$ cat src/rtl/rq_arbiter.sv
// Round-robin requester arbiter with bounded grant slots, lockout after a
// timeout, and a fixed idle guard between grants.
module rq_arbiter #(
  parameter int N_REQ    = 4,
  parameter int SLOT_MAX = 64,
  parameter int GAP_LEN  = 2
) (
  input  logic                     clk80MHz,
  input  logic                     rst,
  input  logic [N_REQ-1:0]         rq,
  output logic [N_REQ-1:0]         gnt,
  output logic [$clog2(N_REQ)-1:0] gnt_id,
  output logic                     busy,
  output logic                     timeout
);
  localparam int IDW = $clog2(N_REQ);
  localparam int CW  = $clog2(SLOT_MAX);
  localparam int GW  = 4;

  typedef enum logic [1:0] {S_IDLE, S_GRANT, S_GAP} st_t;

  st_t              st;
  logic [N_REQ-1:0] s1, rq_s, lock, elig, set_lock;
  logic [IDW-1:0]   last_id, win, idxw;
  logic [CW-1:0]    cnt;
  logic [GW-1:0]    gcnt;
  logic             found, to_fire;

  // Lock is set on timeout and survives until the synchronized request is seen low.
  always_ff @(posedge clk80MHz) begin
    if (rst) begin
      s1   <= '0;
      rq_s <= '0;
      lock <= '0;
    end else begin
      s1   <= rq;
      rq_s <= s1;
      lock <= set_lock | (lock & rq_s);
    end
  end

  assign elig     = rq_s & ~lock;
  assign to_fire  = (st == S_GRANT) && rq_s[gnt_id] && (cnt == CW'(SLOT_MAX-1));
  assign set_lock = to_fire ? gnt : '0;

  always_comb begin
    win   = last_id;
    found = 1'b0;
    idxw  = '0;
    for (int k = 1; k <= N_REQ; k++) begin
      idxw = IDW'((int'(last_id) + k) % N_REQ);
      if (!found && elig[idxw]) begin
        win   = idxw;
        found = 1'b1;
      end
    end
  end

  always_ff @(posedge clk80MHz) begin
    if (rst) begin
      st      <= S_IDLE;
      gnt     <= '0;
      gnt_id  <= '0;
      busy    <= 1'b0;
      timeout <= 1'b0;
      cnt     <= '0;
      gcnt    <= '0;
      last_id <= IDW'(N_REQ-1);
    end else begin
      timeout <= 1'b0;
      case (st)
        S_IDLE: begin
          if (found) begin
            st      <= S_GRANT;
            gnt     <= {{(N_REQ-1){1'b0}}, 1'b1} << win;
            gnt_id  <= win;
            last_id <= win;
            cnt     <= '0;
            busy    <= 1'b1;
          end
        end
        S_GRANT: begin
          // A release seen together with the slot limit counts as a normal release.
          if (!rq_s[gnt_id]) begin
            st   <= S_GAP;
            gnt  <= '0;
            gcnt <= '0;
          end else if (to_fire) begin
            st      <= S_GAP;
            gnt     <= '0;
            gcnt    <= '0;
            timeout <= 1'b1;
          end else begin
            cnt <= cnt + 1'b1;
          end
        end
        S_GAP: begin
          if (gcnt == GW'(GAP_LEN-1)) begin
            st   <= S_IDLE;
            busy <= 1'b0;
          end else begin
            gcnt <= gcnt + 1'b1;
          end
        end
        default: st <= S_IDLE;
      endcase
    end
  end
endmodule

$ cat config.mk
export PLATFORM = sky130hd
export DESIGN_NAME = rq_arbiter
export DESIGN_NICKNAME = d
export VERILOG_FILES = /design/src/rtl/rq_arbiter.sv
export SDC_FILE = /design/constraint.sdc
export NUM_CORES = 1
export LEC_CHECK = 0
export ABC_AREA = 1
export ABC_CLOCK_PERIOD_IN_PS = 1700
export CORE_AREA = 2 2 59 83
export DETAILED_ROUTE_END_ITERATION = 7
export DIE_AREA = 0 0 61 85
export DONT_BUFFER_PORTS = 1
export MAX_ROUTING_LAYER = met4
export PLACE_DENSITY = 0.62
export SLEW_MARGIN = 20
export SYNTH_ARGS = -nofsm -noshare
export SYNTH_HDL_FRONTEND = slang
export SYNTH_SLANG_ARGS = --single-unit
$ cat constraint.sdc
create_clock -name clk80MHz -period 1.7 [get_ports clk80MHz]
set_input_delay 0.17 -clock clk80MHz [delete_from_list [all_inputs] [get_ports clk80MHz]]
set_output_delay 0.17 -clock clk80MHz [all_outputs]
set_load 0.01 [all_outputs]
# --- Word-level counts from Yosys, hierarchy flattened ---
# Index checks and enable logic that the tools add are counted.
totals:
  wordCells: 96
  ff_bits: 34
classes:
  n_reduce_logical: 19
  eq_ne: 10
  addsub: 6
  shift: 1
  muxes: 38
  order_cmp: 5
  bitwise: 6
ops:
  columns: ["operator", "n"]
  rows:
  - ["two-way mux 4 bit", 5]
  - ["two-way mux 6 bit", 3]
  - ["two-way mux 2 bit", 8]
  - ["case mux 4 bit (2 select lines)", 2]
  - ["< comparator 2 x 3 -> 1 bit (second input constant)", 5]
  - ["two-way mux 1 bit", 12]
  - ["case mux 6 bit (2 select lines)", 1]
  - ["AND reduction 3 bit", 4]
  - ["binary-select mux 1 bit (select 2 bit)", 5]
  - ["AND 4 bit", 2]
  - ["!= test 2 bit (second input constant)", 4]
  - ["adder 6 x 1 -> 6 bit (second input constant)", 1]
  - ["equality test 6 bit (second input constant)", 1]
  - ["case mux 2 bit (3 select lines)", 1]
  - ["nonzero test 2 bit", 3]
  - ["logical AND 1 bit", 5]
  - ["adder 2 x 1 -> 2 bit (second input constant)", 2]
  - ["adder 2 bit (second input constant)", 2]
  - ["adder 4 x 1 -> 4 bit (second input constant)", 1]
  - ["equality test 4 x 1 -> 1 bit (second input constant)", 1]
  - ["inverter 4 bit", 1]
  - ["bitwise OR 4 bit", 1]
  - ["AND reduction 4 bit", 1]
  - ["<< shifter 1 x 2 -> 4 bit (first input constant)", 1]
  - ["other kinds (10)", 13]

# --- Longest topological paths before layout ---
# Gate-level depths: netlist of run 1.
depth:
  ltp_word: 17
  ltp_mapped: 13
  mapped_depth_nobuf: 12

# --- Worst setup path after synthesis of run 1 ---
# Ideal clock, no wire load.
synth_timing:
  path_type: "register to register"
  start: "register last_id[0]"
  end: "register cnt[2]"
  path_stages_with_launch: 12
  n_path_buf: 1
  required_ns: 1.582
  arrival_time_ns: 1.379
  path_slack_ns: 0.203
  path_cell_list: "dfxtp_1 -> buf_6 -> inv_4 -> nand2_1 -> nand2_2 -> nand3_2 -> nand2_4 -> nand3_4 -> o21ai_4 -> nand2_1 -> a21oi_1 -> nor2_1"
synth_via:
  elab_chain_len: 15
  word_cells_on_any_way: 24
  classes_between: "4 x add/sub; 1 x eq/ne; 12 x mux; 7 x reduce/logical"
synth_rtl:
  columns: ["element", "line", "rtl"]
  rows:
  - ["start: declaration", "24", "logic [IDW-1:0] last_id, win, idxw;"]
  - ["start signal: assignment", "68", "last_id <= IDW'(N_REQ-1);"]
  - ["start signal: assignment", "77", "last_id <= win;"]
  - ["adder 2 x 1 -> 2 bit", "51", "idxw = IDW'((int'(last_id) + k) % N_REQ);"]
  - ["binary-select mux 1 bit (select 2 bit)", "52", "if (!found && elig[idxw]) begin"]
  - ["two-way mux 1 bit (implied by the code)", "52", null]
  - ["two-way mux 1 bit", "52", null]
  - ["zero test 1 bit", "52", null]
  - ["logical AND 1 bit", "52", null]
  - ["two-way mux 1 bit", "52", null]
  - ["zero test 1 bit", "52", null]
  - ["logical AND 1 bit", "52", null]
  - ["two-way mux 1 bit", "52", null]
  - ["zero test 1 bit", "52", null]
  - ["logical AND 1 bit", "52", null]
  - ["two-way mux 1 bit (*)", "52", null]
  - ["!= test 2 bit (no source line) (*)", null, null]
  - ["AND reduction 4 bit (no source line) (*)", null, null]
  - ["end signal: assignment", "94", "cnt <= cnt + 1'b1;"]
  - ["end: declaration", "25", "logic [CW-1:0] cnt;"]
# Every way passes the cells marked *; elsewhere a longest branch is shown, timed or not. The select of a mux whose other input is x is not followed.
# A chain may end at the register's enable or synchronous reset.

# --- Worst setup path after layout of run 1 ---
layout_timing:
  start: "register last_id[1]"
  end: "register gnt[0]"
layout_via:
  elab_chain_len: 16
  word_cells_on_any_way: 31
  classes_between: "4 x add/sub; 1 x eq/ne; 1 x shift; 18 x mux; 7 x reduce/logical"
layout_rtl:
  columns: ["element", "line", "rtl"]
  rows:
  - ["adder 2 x 1 -> 2 bit", "51", null]
  - ["binary-select mux 1 bit (select 2 bit)", "52", null]
  - ["two-way mux 1 bit (implied by the code)", "52", null]
  - ["two-way mux 1 bit", "52", null]
  - ["zero test 1 bit", "52", null]
  - ["logical AND 1 bit", "52", null]
  - ["two-way mux 1 bit", "52", null]
  - ["zero test 1 bit", "52", null]
  - ["logical AND 1 bit", "52", null]
  - ["two-way mux 1 bit", "52", null]
  - ["zero test 1 bit", "52", null]
  - ["logical AND 1 bit", "52", null]
  - ["two-way mux 2 bit", "52", null]
  - ["<< shifter 1 x 2 -> 4 bit", "75", "gnt <= {{(N_REQ-1){1'b0}}, 1'b1} << win;"]
  - ["two-way mux 4 bit", "73", "if (found) begin"]
  - ["case mux 4 bit (2 select lines)", "71", "case (st)"]
  - ["end signal: assignment", "75", null]
  - ["end: declaration", "11", "output logic [N_REQ-1:0] gnt,"]
# Parallel ways exist; a longest one is shown, timed or not. The select of a mux whose other input is x is not followed.

==> summary.md, run 1 <==
| Metric | Value |
|---|---|
| Initial Util | `slightly below 40%` |
| Leak Pwr | `between 0.9 and 1 nW` |
| Max cap viols | `0` |
| Worst min-delay path category | `input port to register` |
| Slew @ Worst Pin | `approximately 1100 ps` |
| Violated checks | `negative setup slack` |
| Slowest stage delay, CP | `370 ps` |
| Worst path cell trace | `inv_2, nand2_2, nand2_4, nand3_4, nand2_4, nand3_4, o21ai_4, buf_6, nand3_1, a21oi_1` |
| TritonRoute pass-1 iters | `4` |
| Dpl hpwl | `2.82 mm` |
| Final Non-Filler Cells | `332` |
| Worst EP arrival | `about 1900 ps` |
| Final Skew | `about 5.3 ps` |
| Post-Synth Simple-Gate Area | `37.1%` |
| Area after DPL | `approximately 1900 µm²` |
| Share of cells above drive strength 1 | `roughly 26%` |
| H-tree depth | `2` |
| N_diodes | `0` |
| WL per Instance | `about 12 µm` |
| Gpl congestion | `approximately 0.85` |
| Period Utilization, post-route | `101%` |
| Yosys cell types | `30` |
| CTS clk-pin slew, worst paths | `70 ps` |
| IR drop worst, VDD | `approximately 0.93 mV` |
| Final nets | `around 280` |
| Vias in the first global route | `around 1500` |
| Die width | `~61 µm` |
| Grt total ovfl | `0` |
| Setup slack after layout | `-13.3 ps` |
| Post-Syn Instances | `about 240` |
| Fillers | `between 400 and 500` |
| Slew Viols, Final | `0` |
| Pwr/cell area | `1660 nW/µm²` |
| Most common cell after layout, fill and taps aside | `nand2_1` |
| Top Ports | `14` |
| Root buf cell | `clkbuf_8` |
| Fin crit period | `approximately 1700 ps` |
| R2R setup slack | `-10 ps` |
| CP Class | `register to register` |
| Clock Path Buffers | `2` |
| Most frequent cells in the layout | `50 x nand2_1, 31 x dfxtp_1, 29 x inv_1, 25 x nor2_1, 23 x nand3_1` |
| First-pass GRT wire length | `around 6.6 mm` |
| Die H | `85 µm` |
| Synth Area in XOR/XNOR | `about 2.0%` |
| Count of final setup violators | `2` |
| Compound-Gate Fraction of Synth Area | `9.54%` |
| Post-route DRC | `0` |
| # placed instances | `316` |
| YS warnings | `0` |
| Setup crit end kind | `register` |
| Worst setup SP type | `register` |
| RSZ-0062 raised after global routing | `yes` |
| Post-synthesis mux area share | `0%` |
| Core area | `roughly 4500 µm²` |
| Iter 0 DRT Violations | `37` |
| Via Count | `~1600` |
| Clk_lat worst skew | `roughly 290 ps` |
| Critical path fanouts, max | `7` |
| Status | `complete, but fails checks` |
| Synthesis-stage register bit count | `34` |
| Area Overhead vs Synth | `27.5%` |
| Post-DRT Antenna Nets | `0` |
| Post-synthesis cell area | `1730 µm²` |
| Initial antenna violation count | `0` |
| Max frequency | `between 500 and 600 MHz` |
| Largest net degree at the start of global routing | `28` |
| Post-Synth Adder-Cell Area | `under 10%` |
| WP data required | `~1900 ps` |
| Seq/Total Area, Yosys | `between 30% and 40%` |
| Final WL | `4.01 mm` |
| CTS tree | `built` |
| FP Rows | `29` |
| Max-slew headroom | `between 20 and 30%` |
| Die area | `around 5200 µm²` |
| TritonCTS buffer count | `5` |
| I/O Buffers | `0` |
| CTS Sinks | `34` |
| Design area | `between 2000 and 2500 µm²` |
| DP Worst Slack | `about 1.0 ps` |
| Final hold vios | `0` |
| Largest family of logic cells by synthesized area | `simple AND/OR/NAND/NOR gates` |
| CP max-delay cell | `dfxtp_2` |
| Gr usage total | `approximately 17%` |
| Syn_area_per_cell | `7.12 µm²` |
| Syn Nets | `252` |
| Via/cell ratio | `4.80` |
| Post-layout util | `about half` |
cell usage after synthesis, drive strengths merged:
master / number / area share (%)
nor3: 3 / 0.87
o211ai: 2 / 0.87
nand3: 37 / 12
a211oi: 2 / 0.87
and2: 1 / 0.36
clkbuf: 2 / 1.0
xor2: 3 / 1.5
nor2: 31 / 6.9
nand2: 61 / 15
a21oi: 16 / 4.6
o21a: 1 / 0.43
nor4: 1 / 0.36
xnor2: 1 / 0.51
a31oi: 1 / 0.36
ha: 3 / 2.2
buf: 3 / 2.0
dfxtp: 34 / 39
inv: 31 / 6.9
o21ai: 6 / 2.4
nand4: 3 / 1.1
nor3b: 1 / 0.43
logic make-up after synthesis:
family | after synthesis
DFF | 34
buffers and inverters | 36
adders and majority gates | 3
and+or+nand+nor | 138
xor gates and xnor gates | 4
AOI/OAI and AO/OA | 28
flip-flops by register name, summed over array words and instances, names as in the netlist:
signal and count:
cnt 6, gcnt 4, gnt 4, lock 4, rq_s 4, s1 4, gnt_id 2, last_id 2
st 2, busy 1, timeout 1
report_power, final:
group / internal [mW] / switching (mW) / total, mW / leakage, nW
combinational: 0.793 / 1.14 / 1.93 / 0.611
clock: 0.325 / 0.291 / 0.616 / 0.0472
sequential: 0.943 / 0.162 / 1.10 / 0.278
worst paths after layout:
| kind | from | end | cells past startpoint |
|---|---|---|---|
| setup / recovery | last_id[1] | gnt[0] | 10 |
| hold reg to reg | s1[1] | rq_s[1] | 2 |
| hold / removal | rst | last_id[0] | 2 |
| setup reg to reg | last_id[1] | gnt[0] | 10 |
repair_timing:
| action | 4_1_cts | 5_1_grt |
|---|---|---|
| pin swaps | 0 | 13 |
| gates resized for setup | 2 | 39 |
| buffers inserted | 0 | 3 |
| hold buffers | 5 | 0 |
| setup endpoints to repair | 1 | 20 |
| endpoints found under the hold margin | 27 | 0 |
final cells by class:
type / count / area (µm²) / share of cell area [%]
clock buffers: 6 / 82.6 / 3.74
clock inverters: 2 / 12.5 / 0.567
inverters: 31 / 124 / 5.62
multi-input cells: 173 / 1020 / 46.3
flip-flops and latches: 34 / 684 / 31.0
well taps: 62 / 77.6 / 3.52
repair buffers: 24 / 204 / 9.25
through the flow:
step	hold WS (ps)	total power [mW]	TNS (ps)
2_1_floorplan	277	2.23	0
6_report	1.59	3.65	-15.5
4_1_cts	1.16	3.36	0
3_5_place_dp	244	2.70	0
3_3_place_gp	243	2.69	0
5_1_grt	12.5	3.94	-1040
critical path: cells and delay by family (launching register included):
kind            cells  cell delay [ps]
compound gates      2              410
simple gates        6              550
buf+inv             2              310
flops               1              370
routing by layer:
| layer | global-route usage, % | vias up | wire, µm |
|---|---|---|---|
| met5 | - | - | 0 |
| met3 | 3.20 | 9 | 107 |
| met4 | 7.71 | 0 | 110 |
| met1 | 20.3 | 729 | 1670 |
| met2 | 27.7 | 19 | 2120 |
| li1 | - | 835 | - |
(Power assumes the default switching activity.)
==> run 2, diff against run 1 <==
--- a/config.mk
+++ b/config.mk
@@ -8,6 +8,7 @@
 export ABC_AREA = 1
 export ABC_CLOCK_PERIOD_IN_PS = 1700
 export CORE_AREA = 2 2 59 83
+export CTS_CLUSTER_SIZE = 30
 export DETAILED_ROUTE_END_ITERATION = 7
 export DIE_AREA = 0 0 61 85
 export DONT_BUFFER_PORTS = 1
==> results of run 2 <==
Same layout as run 1: the final DEF is identical, and so are final timing and power.
